===== src/rtl/ibex_fetch_req_ctrl.sv =====
// Fetch request sequencer between the instruction bus and the prefetch FIFO.
// Issues word-aligned requests, tracks up to NUM_REQS outstanding responses,
// discards responses made stale by branches and tags pushes with PCC errors.
// Ports:
//   clk_i, rst_ni                : clock, async active-low reset
//   req_i, branch_i, addr_i      : fetch enable, redirect pulse and target
//   busy_o                       : request held or responses outstanding
//   pcc_base_i, pcc_top_i        : PCC bounds [base, top)
//   instr_*                      : instruction bus request/response
//   fifo_busy_i                  : FIFO upper-entry occupancy
//   fifo_*_o                     : FIFO clear/push interface
module ibex_fetch_req_ctrl #(
  parameter int unsigned NUM_REQS = 2
) (
  input  logic                clk_i,
  input  logic                rst_ni,
  input  logic                req_i,
  input  logic                branch_i,
  input  logic [31:0]         addr_i,
  output logic                busy_o,
  input  logic [31:0]         pcc_base_i,
  input  logic [32:0]         pcc_top_i,
  output logic                instr_req_o,
  input  logic                instr_gnt_i,
  output logic [31:0]         instr_addr_o,
  input  logic                instr_rvalid_i,
  input  logic [31:0]         instr_rdata_i,
  input  logic                instr_err_i,
  input  logic [NUM_REQS-1:0] fifo_busy_i,
  output logic                fifo_clear_o,
  output logic                fifo_valid_o,
  output logic [31:0]         fifo_addr_o,
  output logic [31:0]         fifo_rdata_o,
  output logic                fifo_err_o,
  output logic                fifo_cheri_lower_err_o,
  output logic                fifo_cheri_upper_err_o
);

  localparam int unsigned CW = $clog2(NUM_REQS + 1);
  localparam int unsigned SW = $clog2(2 * NUM_REQS + 2);
  localparam int unsigned PW = (NUM_REQS > 1) ? $clog2(NUM_REQS) : 1;

  typedef enum logic {IDLE = 1'b0, WAIT_GNT = 1'b1} state_e;

  state_e              state_q, state_d;
  logic [31:0]         fetch_addr_q, fetch_addr_d, req_addr_q, branch_tgt;
  logic                stale_q, stale_d, load_req;
  logic [CW-1:0]       cnt_q, cnt_d;
  logic [PW-1:0]       rd_ptr_q, wr_ptr_q;
  logic [NUM_REQS-1:0] disc_q, lerr_q, uerr_q;
  logic [SW-1:0]       occ_upper, occ_eff;
  logic                issue_idle, issue_wait, gnt_fire, rvalid, gnt_disc;
  logic                lower_err, upper_err;
  logic [32:0]         a_ext, base_ext;

  function automatic logic [PW-1:0] ptr_inc(input logic [PW-1:0] p);
    return (p == PW'(NUM_REQS - 1)) ? '0 : p + PW'(1);
  endfunction

  assign branch_tgt = {addr_i[31:2], 2'b00};

  // Occupied FIFO upper entries; ignored while the FIFO is being cleared.
  always_comb begin
    occ_upper = '0;
    for (int unsigned i = 0; i < NUM_REQS; i++) begin
      occ_upper = occ_upper + SW'(fifo_busy_i[i]);
    end
  end
  assign occ_eff = branch_i ? '0 : occ_upper;

  assign issue_idle = req_i & ((occ_eff + SW'(cnt_q)) < SW'(NUM_REQS));
  // Re-issue straight after a grant must leave room for the one being granted.
  assign issue_wait = req_i & ((occ_eff + SW'(cnt_q) + SW'(1)) < SW'(NUM_REQS));

  // State register.
  always_ff @(posedge clk_i or negedge rst_ni) begin
    if (!rst_ni) state_q <= IDLE;
    else         state_q <= state_d;
  end

  // Next-state logic.
  always_comb begin
    state_d = state_q;
    case (state_q)
      IDLE:     if (issue_idle && !instr_gnt_i) state_d = WAIT_GNT;
      WAIT_GNT: if (instr_gnt_i) state_d = issue_wait ? WAIT_GNT : IDLE;
      default:  state_d = IDLE;
    endcase
  end

  // Bus request outputs; a held request keeps its address until granted.
  always_comb begin
    instr_req_o  = 1'b0;
    instr_addr_o = branch_i ? branch_tgt : fetch_addr_q;
    busy_o       = (cnt_q != '0);
    case (state_q)
      IDLE:     instr_req_o = issue_idle;
      WAIT_GNT: begin
        instr_req_o  = 1'b1;
        instr_addr_o = req_addr_q;
        busy_o       = 1'b1;
      end
      default: ;
    endcase
  end

  assign gnt_fire = instr_req_o & instr_gnt_i;
  assign rvalid   = instr_rvalid_i & (cnt_q != '0);
  // A held request is stale if a branch arrived while it waited (or now).
  assign gnt_disc = (state_q == WAIT_GNT) & (stale_q | branch_i);

  // PCC checks on the granted word, 33-bit so the top never wraps.
  assign a_ext     = {1'b0, instr_addr_o};
  assign base_ext  = {1'b0, pcc_base_i};
  assign lower_err = (a_ext < base_ext) | ((a_ext + 33'd2) > pcc_top_i);
  assign upper_err = ((a_ext + 33'd2) < base_ext) | ((a_ext + 33'd4) > pcc_top_i);

  // Fetch address, stale tracking and outstanding count.
  always_comb begin
    fetch_addr_d = fetch_addr_q;
    if (state_q == IDLE) begin
      if (gnt_fire)      fetch_addr_d = instr_addr_o + 32'd4;
      else if (branch_i) fetch_addr_d = branch_tgt;
    end else begin
      if (branch_i)                fetch_addr_d = branch_tgt;
      else if (gnt_fire && !stale_q) fetch_addr_d = fetch_addr_q + 32'd4;
    end

    stale_d  = (state_q == WAIT_GNT && !gnt_fire) ? (stale_q | branch_i) : 1'b0;
    load_req = (state_d == WAIT_GNT) && ((state_q == IDLE) || gnt_fire);

    cnt_d = cnt_q;
    case ({gnt_fire, rvalid})
      2'b10:   cnt_d = cnt_q + CW'(1);
      2'b01:   cnt_d = cnt_q - CW'(1);
      default: ;
    endcase
  end

  // Datapath registers and outstanding-response queue.
  always_ff @(posedge clk_i or negedge rst_ni) begin
    if (!rst_ni) begin
      fetch_addr_q <= '0;
      req_addr_q   <= '0;
      stale_q      <= 1'b0;
      cnt_q        <= '0;
      rd_ptr_q     <= '0;
      wr_ptr_q     <= '0;
      disc_q       <= '0;
      lerr_q       <= '0;
      uerr_q       <= '0;
    end else begin
      fetch_addr_q <= fetch_addr_d;
      stale_q      <= stale_d;
      cnt_q        <= cnt_d;
      if (load_req) req_addr_q <= fetch_addr_d;
      if (branch_i) disc_q <= '1;
      if (gnt_fire) begin
        disc_q[wr_ptr_q] <= gnt_disc;
        lerr_q[wr_ptr_q] <= lower_err;
        uerr_q[wr_ptr_q] <= upper_err;
        wr_ptr_q         <= ptr_inc(wr_ptr_q);
      end
      if (rvalid) rd_ptr_q <= ptr_inc(rd_ptr_q);
    end
  end

  // FIFO interface; payload is zeroed when nothing is pushed.
  assign fifo_clear_o           = branch_i;
  assign fifo_addr_o            = addr_i;
  assign fifo_valid_o           = rvalid & ~disc_q[rd_ptr_q] & ~branch_i;
  assign fifo_rdata_o           = fifo_valid_o ? instr_rdata_i : '0;
  assign fifo_err_o             = fifo_valid_o & instr_err_i;
  assign fifo_cheri_lower_err_o = fifo_valid_o & lerr_q[rd_ptr_q];
  assign fifo_cheri_upper_err_o = fifo_valid_o & uerr_q[rd_ptr_q];

  a_rvalid_empty: assert property (@(posedge clk_i) disable iff (!rst_ni)
    instr_rvalid_i |-> (cnt_q != '0));
  a_cnt_max: assert property (@(posedge clk_i) disable iff (!rst_ni)
    cnt_q <= CW'(NUM_REQS));

endmodule


===== config.mk =====
export PLATFORM = sky130hd
export DESIGN_NAME = ibex_fetch_req_ctrl
export DESIGN_NICKNAME = d
export VERILOG_FILES = /design/src/rtl/ibex_fetch_req_ctrl.sv
export SDC_FILE = /design/constraint.sdc
export NUM_CORES = 1
export LEC_CHECK = 0
export ABC_AREA = 1
export CELL_PAD_IN_SITES_DETAIL_PLACEMENT = 0
export CELL_PAD_IN_SITES_GLOBAL_PLACEMENT = 1
export CORE_ASPECT_RATIO = 0.75
export CORE_MARGIN = 2
export CORE_UTILIZATION = 36
export CTS_CLUSTER_SIZE = 20
export DETAILED_ROUTE_END_ITERATION = 7
export PLACE_DENSITY = 0.82
export SLEW_MARGIN = 10
export SYNTH_ARGS = -nofsm -noshare
export SYNTH_HDL_FRONTEND = slang
export SYNTH_SLANG_ARGS = --single-unit

===== constraint.sdc =====
create_clock -name clk_i -period 4.5 [get_ports clk_i]
set_input_delay 0.675 -clock clk_i [delete_from_list [all_inputs] [get_ports clk_i]]
set_output_delay 0.675 -clock clk_i [all_outputs]
set_load 0.01 [all_outputs]

* Word level (Yosys, flattened, before mapping) *
Cells that the tools add are included.

storage, ports and cells
  logic and storage cells = 90
  output and inout bits = 103
  register bits after elaboration = 76
  bits of input ports = 138

operators by class
  magnitude comparators = 9
  mux-type cells = 31
  equal/unequal tests = 2
  bitwise gates (word level) = 16
  $add $sub $neg = 11
  reductions and logical operators = 11

operators by type and width
  cell                   count
  $mux 32                7
  $gt 33x33->1           2
  $add 32x3->32 const B  2
  $add 32x2->33 const B  1
  $add 32x3->33 const B  1
  $lt 33x32->1           1
  $lt 32x32->1           1
  $mux 1                 14
  $and 1x1->1            10
  $bwmux 2               3
  $lt 3x2->1 const B     2
  $mux 2                 3
  $logic_and 1x1->1      5
  $lt 1x2->1 const B     2
  $pmux 1 s2             2
  $pmux 2 s2             1
  $reduce_bool 2->1      2
  $add 2x2->3            1
  $add 3x1->3 const B    1
  $logic_not 1->1        3
  $not 1->1              3
  $or 1x1->1             3
  $add 1x1->1 const B    2
  $add 1x1->2            1
  other kinds (7)        7

* Logic depth before layout (Yosys ltp) *
Gate-level depths: netlist of the first run.

  depth after elaboration = 11
  depth in mapped cells = 31
  depth with buffers taken out = 29

* Least setup slack after synthesis of the first run *
OpenSTA, ideal clock, no wires.

  kind = input port to flip-flop
  start = in branch_i
  end = reg lerr_q[0]
  path slack = 0.803 ns
  data required time = 4.384 ns
  stages = 26
  arrival time = 3.580 ns
  cell sequence = buf_6 > buf_4 > o21ai_2 > nand2_1 > nand2_2 > ha_1 > nand3_1 > nor2_4 > nand2_2 > nor2_1 > nand2_1 > xor2_1 > nand2_1 > o21ai_0 > ha_1 > nand2_1 > inv_1 > o21ai_0 > nand2_1 > a21oi_1 > o21a_1 > nand3_1 > nand2_1 > nand2_1 > nand2_1 > nand2_1

on the way
  word-level cells in the longest chain between the ends = 6
  elaborated cells on any way between the ends = 13
  those cells by class = 2 x add/sub; 3 x order compare; 5 x mux; 3 x bitwise

ends and longest elaborated chain
  element                          RTL line  text
  from (decl)                      18        input logic branch_i,
  $mux 32 *                        94        instr_addr_o = branch_i ? branch_tgt : fetch_addr_q;
  $mux 32 *                        96        case (state_q)
  net instr_addr_o[2]              25        output logic [31:0] instr_addr_o,
  $add 32x2->33                    115       assign lower_err = (a_ext < base_ext) | ((a_ext + 33'd2) > pcc_top_i);
  $gt 33x33->1                     115
  $or 1x1->1 *                     115
  $bwmux 2 *                       160       lerr_q[wr_ptr_q] <= lower_err;
  to (signal, indexed assignment)  160
  to (decl)                        50        logic [NUM_REQS-1:0] disc_q, lerr_q, uerr_q;

Mark *: on every way through the listed nets, which the timed path passes. The rest lies on a longest branch.
A chain may end at the register's enable or synchronous reset.

* Worst setup path in the final report of the first run *
  start = reg state_q
  end = reg uerr_q[0]

on the way
  word-level cells in the longest chain between the ends = 5
  elaborated cells on any way between the ends = 10
  those cells by class = 2 x add/sub; 2 x order compare; 3 x mux; 3 x bitwise

ends and longest elaborated chain
  element                                         RTL line  text
  from (decl)                                     45        state_e state_q, state_d;
  from (signal assigned)                          78        else state_q <= state_d;
  $mux 32                                         96
  $add 32x2->33 or $add 32x3->33 (tied branches)  116       assign upper_err = ((a_ext + 33'd2) < base_ext) | ((a_ext + 33'd4) > pcc_top_i);
  $lt 33x32->1 or $gt 33x33->1 (tied branches)    116
  $or 1x1->1                                      116
  $bwmux 2                                        161       uerr_q[wr_ptr_q] <= upper_err;
  to (signal, indexed assignment)                 161
  to (decl)                                       50

Parallel ways exist; a longest one is shown, timed or not.

==> impl_metrics.toml, run 1 <==
[timing]
setup_viol = 0
rsz0062_at_grt = "no"
hold_violations = 0
slew_headroom_pct = 27.6
fin_skew_ns = 0.00860
fmax_mhz = 230
finalCritPeriodShare_pct = 96.7
min_period_ns = 4.35
timing.setup.tns_ns = 0
final_max_slew_viol_count = 0
tightest_slew_ns = 1.09

[routing]
drt_iter0_drc = 1000
dr.pass1.iters = 5
viasPerCell = 5.05
routed_wl_microns = 39000
wl_met1_microns = 18400
top_layer = "met4"
met3WireLength_microns = 2940
antenna_left = 0
drcViolationCount = 0
wl_per_cell_microns = 17.3
vias = 11400
route.met2.wl_microns = 17100

[clock_tree]
clk_pin_slew_ns = 0.06
clock_sinks = 76
insertion_delay_ns = 0.36
cts_tree = "done"
htree_levels = 3
cts_made_buffers = 9
cts_root_buf = "clkbuf_16"
clk_path_buf_depth = 2

[logic_synthesis]
synth_top_area_share_pct = 18.2
yosysWarnings = 0
synthTopCellsByArea = "dfrtp_1 (18%), nand2_1 (18%), ha_1 (16%), inv_1 (8.3%), nand3_1 (4.6%)"
ys_seq_area_share_pct = 18.2
postSynthAreaPerCell_sq_um = 6.32
yosysTopAreaCell = "dfrtp_1"
synth_cell_type_count = 54
ys_seq_elements = 76
syn_inst = 1653
syn-cell-area_sq_um = 10400
syn-num-nets = 1926

[worst_setup_path]
worstPathCellList = "inv_4, buf_12, nand3_1, and2_0, buf_4, nand3_2, nor2_1, nand2_1, o21ai_0, inv_1, ha_1, inv_1, nor3_1, nand4_1, o21ai_0, nand2_1, nand2_1, nand2_1, nand2_1, nand2_1, nand2_1"
crit_path_end_kind = "flop"
critical_path_class = "reg -> reg"
cpMaxStageDelayCell = "dfrtp_2"
critPathLaunchType = "flop"
required_ns = 4.80
cp_max_fo = 40
cp_slowest_stage_delay_ns = 0.61
crit_top_cell = "nand2_1"
arrival_ns = 4.65
path_buf_inv = 5
cp_top_family = "simple AND/OR/NAND/NOR gates"

[global_route]
grt_pass1_wl_microns = 59400
grt.overflow.total = 0
antenna_found_initial = 0
grt_max_degree = 77
grt_pass1_vias = 10700
grt_usage_pct = 25.2

[place]
hpwl_microns = 31800
place_congestion = 0.939
port-buffer-count = 236
place_area_sq_um = 13100

[pwr]
power_density_nw_per_um2 = 526
ir_drop_v = 0.000282
p_leak_nw = 6.78

[die]
rows = 53
ioPinCount = 241
die_h_microns = 151
design.core.area_sq_um = 28200
start_util_pct = 37.0
dieWidth_microns = 201
die_area_sq_um = 30400

[finish]
antenna_cells = 0
drive_above_1_share_pct = 9.33
fin_area_sq_um = 13400
register_area_sq_um = 1900
fill_cells = 2990
syn_to_final_growth_pct = 28.8
multi_input_area_sq_um = 7130
nets = 2133

[flow_run]
maxCapViolCount = 0

[hold_path]
hold_path_class = "reg -> reg"

[status]
status = "finished clean"
-- per-layer routing --
metal  vias to the layer above  track usage [%]
met4                         0             4.74
met2                       430             40.3
met5                         -                0
met3                        40             4.38
li1                       5682                -
met1                      5202             35.8
-- logic make-up (layout without fill, tap and decap cells) --
logic type	count (synthesis)	in the layout	synth area share [%]
AOI/OAI and AO/OA	199	199	10.6
xor gates and xnor gates	43	43	3.75
adders and majority gates	135	135	16.2
buffers and inverters	320	532	13.6
DFF	76	76	18.2
and+or+nand+nor	880	880	37.6
-- state kept, by name (all words and copies together), names as in the netlist --
register,flops
wr_ptr_q,1
req_addr_q,32
fetch_addr_q,32
rd_ptr_q,1
disc_q,2
cnt_q,2
stale_q,1
uerr_q,2
lerr_q,2
state_q,1
-- metrics by stage --
step / hold WS, ns / std cells / total power [mW] / worst slack [ns] / utilization, %
after floorplan: 0.379 / 1653 / 4.37 / 0.803 / -
after global placement: 0.463 / 2234 / 6.05 / 0.0757 / 46.3
after detailed placement: 0.465 / 2234 / 6.13 / 0.0454 / 46.3
after CTS: 0.482 / 2250 / 7.05 / 0.364 / 47.6
after global routing: 0.493 / 2250 / 7.73 / 0.00378 / 47.6
final: 0.477 / 2250 / 7.08 / 0.148 / 47.6
-- Yosys cell counts, drive strengths merged --
cell	number
ha	134
nor3	20
o21bai	1
a31oi	12
nand2	562
o32ai	1
nor2	150
nor4	8
o31ai	1
or2	1
clkbuf	12
a21boi	4
xnor2	7
xor2	36
a21oi	94
o21ai	70
fa	1
buf	61
and2	14
clkinv	2
and3	1
o211ai	5
nand3b	2
a21o	1
inv	245
a211oi	2
o22ai	2
nand3	99
o21a	3
dfrtp	76
o311ai	2
nand4	23
o221ai	1
-- where the power goes --
| group | total [mW] | switching, mW | internal, mW |
|---|---|---|---|
| clock network | 0.886 | 0.328 | 0.557 |
| logic | 4.90 | 3.06 | 1.84 |
| registers | 1.29 | 0.290 | 1.00 |
-- cells in the final DEF (no fill, tap or decap), types with 2 or more instances in the layout --
| cell type | n |
|---|---|
| a211oi_1 | 2 |
| a21boi_0 | 2 |
| a21boi_1 | 2 |
| a21oi_1 | 93 |
| a31oi_1 | 12 |
| and2_1 | 13 |
| buf_12 | 4 |
| buf_4 | 30 |
| bufinv_16 | 3 |
| clkbuf_16 | 9 |
| clkdlybuf4s50_1 | 234 |
| clkinv_1 | 2 |
| dfrtp_1 | 75 |
| ha_1 | 134 |
| inv_1 | 232 |
| inv_2 | 11 |
| inv_4 | 2 |
| nand2_1 | 506 |
| nand2_2 | 49 |
| nand2_4 | 7 |
| nand3_1 | 96 |
| nand3_2 | 3 |
| nand3b_1 | 2 |
| nand4_1 | 23 |
| nor2_1 | 117 |
| nor2_2 | 23 |
| nor2_4 | 10 |
| nor3_1 | 18 |
| nor3_2 | 2 |
| nor4_1 | 6 |
| nor4_2 | 2 |
| o211ai_1 | 5 |
| o21a_1 | 3 |
| o21ai_0 | 51 |
| o21ai_1 | 12 |
| o21ai_2 | 7 |
| xnor2_1 | 6 |
| xor2_1 | 34 |
| xor2_2 | 2 |
-- worst paths after layout --
check | to | slack, ns | startpoint | cells past startpoint
min in group asynchronous | req_addr_q[2] | 0.49 | rst_ni | 1
worst min register to register | req_addr_q[30] | 0.48 | req_addr_q[30] | 2
max in group asynchronous | req_addr_q[27] | 3.28 | rst_ni | 1
worst max-delay path | uerr_q[0] | 0.15 | state_q | 21
worst max register to register | uerr_q[0] | 0.15 | state_q | 21
worst min-delay path | req_addr_q[30] | 0.48 | req_addr_q[30] | 2
-- worst reg2reg max path, cell delays in order, from the launching register on --
cell and delay, ns:
dfrtp_2 0.61, inv_4 0.18, buf_12 0.22, nand3_1 0.15, and2_0 0.19, buf_4 0.18, nand3_2 0.16, nor2_1 0.30
nand2_1 0.07, o21ai_0 0.16, inv_1 0.09, ha_1 0.29, inv_1 0.04, nor3_1 0.48, nand4_1 0.14, o21ai_0 0.51
nand2_1 0.13, nand2_1 0.08, nand2_1 0.04, nand2_1 0.14, nand2_1 0.08, nand2_1 0.06
-- cell type report --
type / count / area share, %
Clock buffer: 10 / 1.78
Inverter: 247 / 6.93
Sequential cell: 76 / 14.2
Multi-Input combinational cell: 1257 / 53.0
Tap cell: 385 / 3.58
Timing Repair Buffer: 269 / 19.7
Clock inverter: 6 / 0.828
-- what timing repair did --
action,4_1_cts,5_1_grt
endpoints found under the setup margin,0,2
resized for setup,0,1
buffers inserted,0,0
hold buffers,0,0
Power figures use the tool's default switching activity.
==> run 2: changes to the inputs <==
- TNS_END_PERCENT: unset -> 10
==> results of run 2 <==
No change in the layout: final DEF, timing and power equal those of run 1.
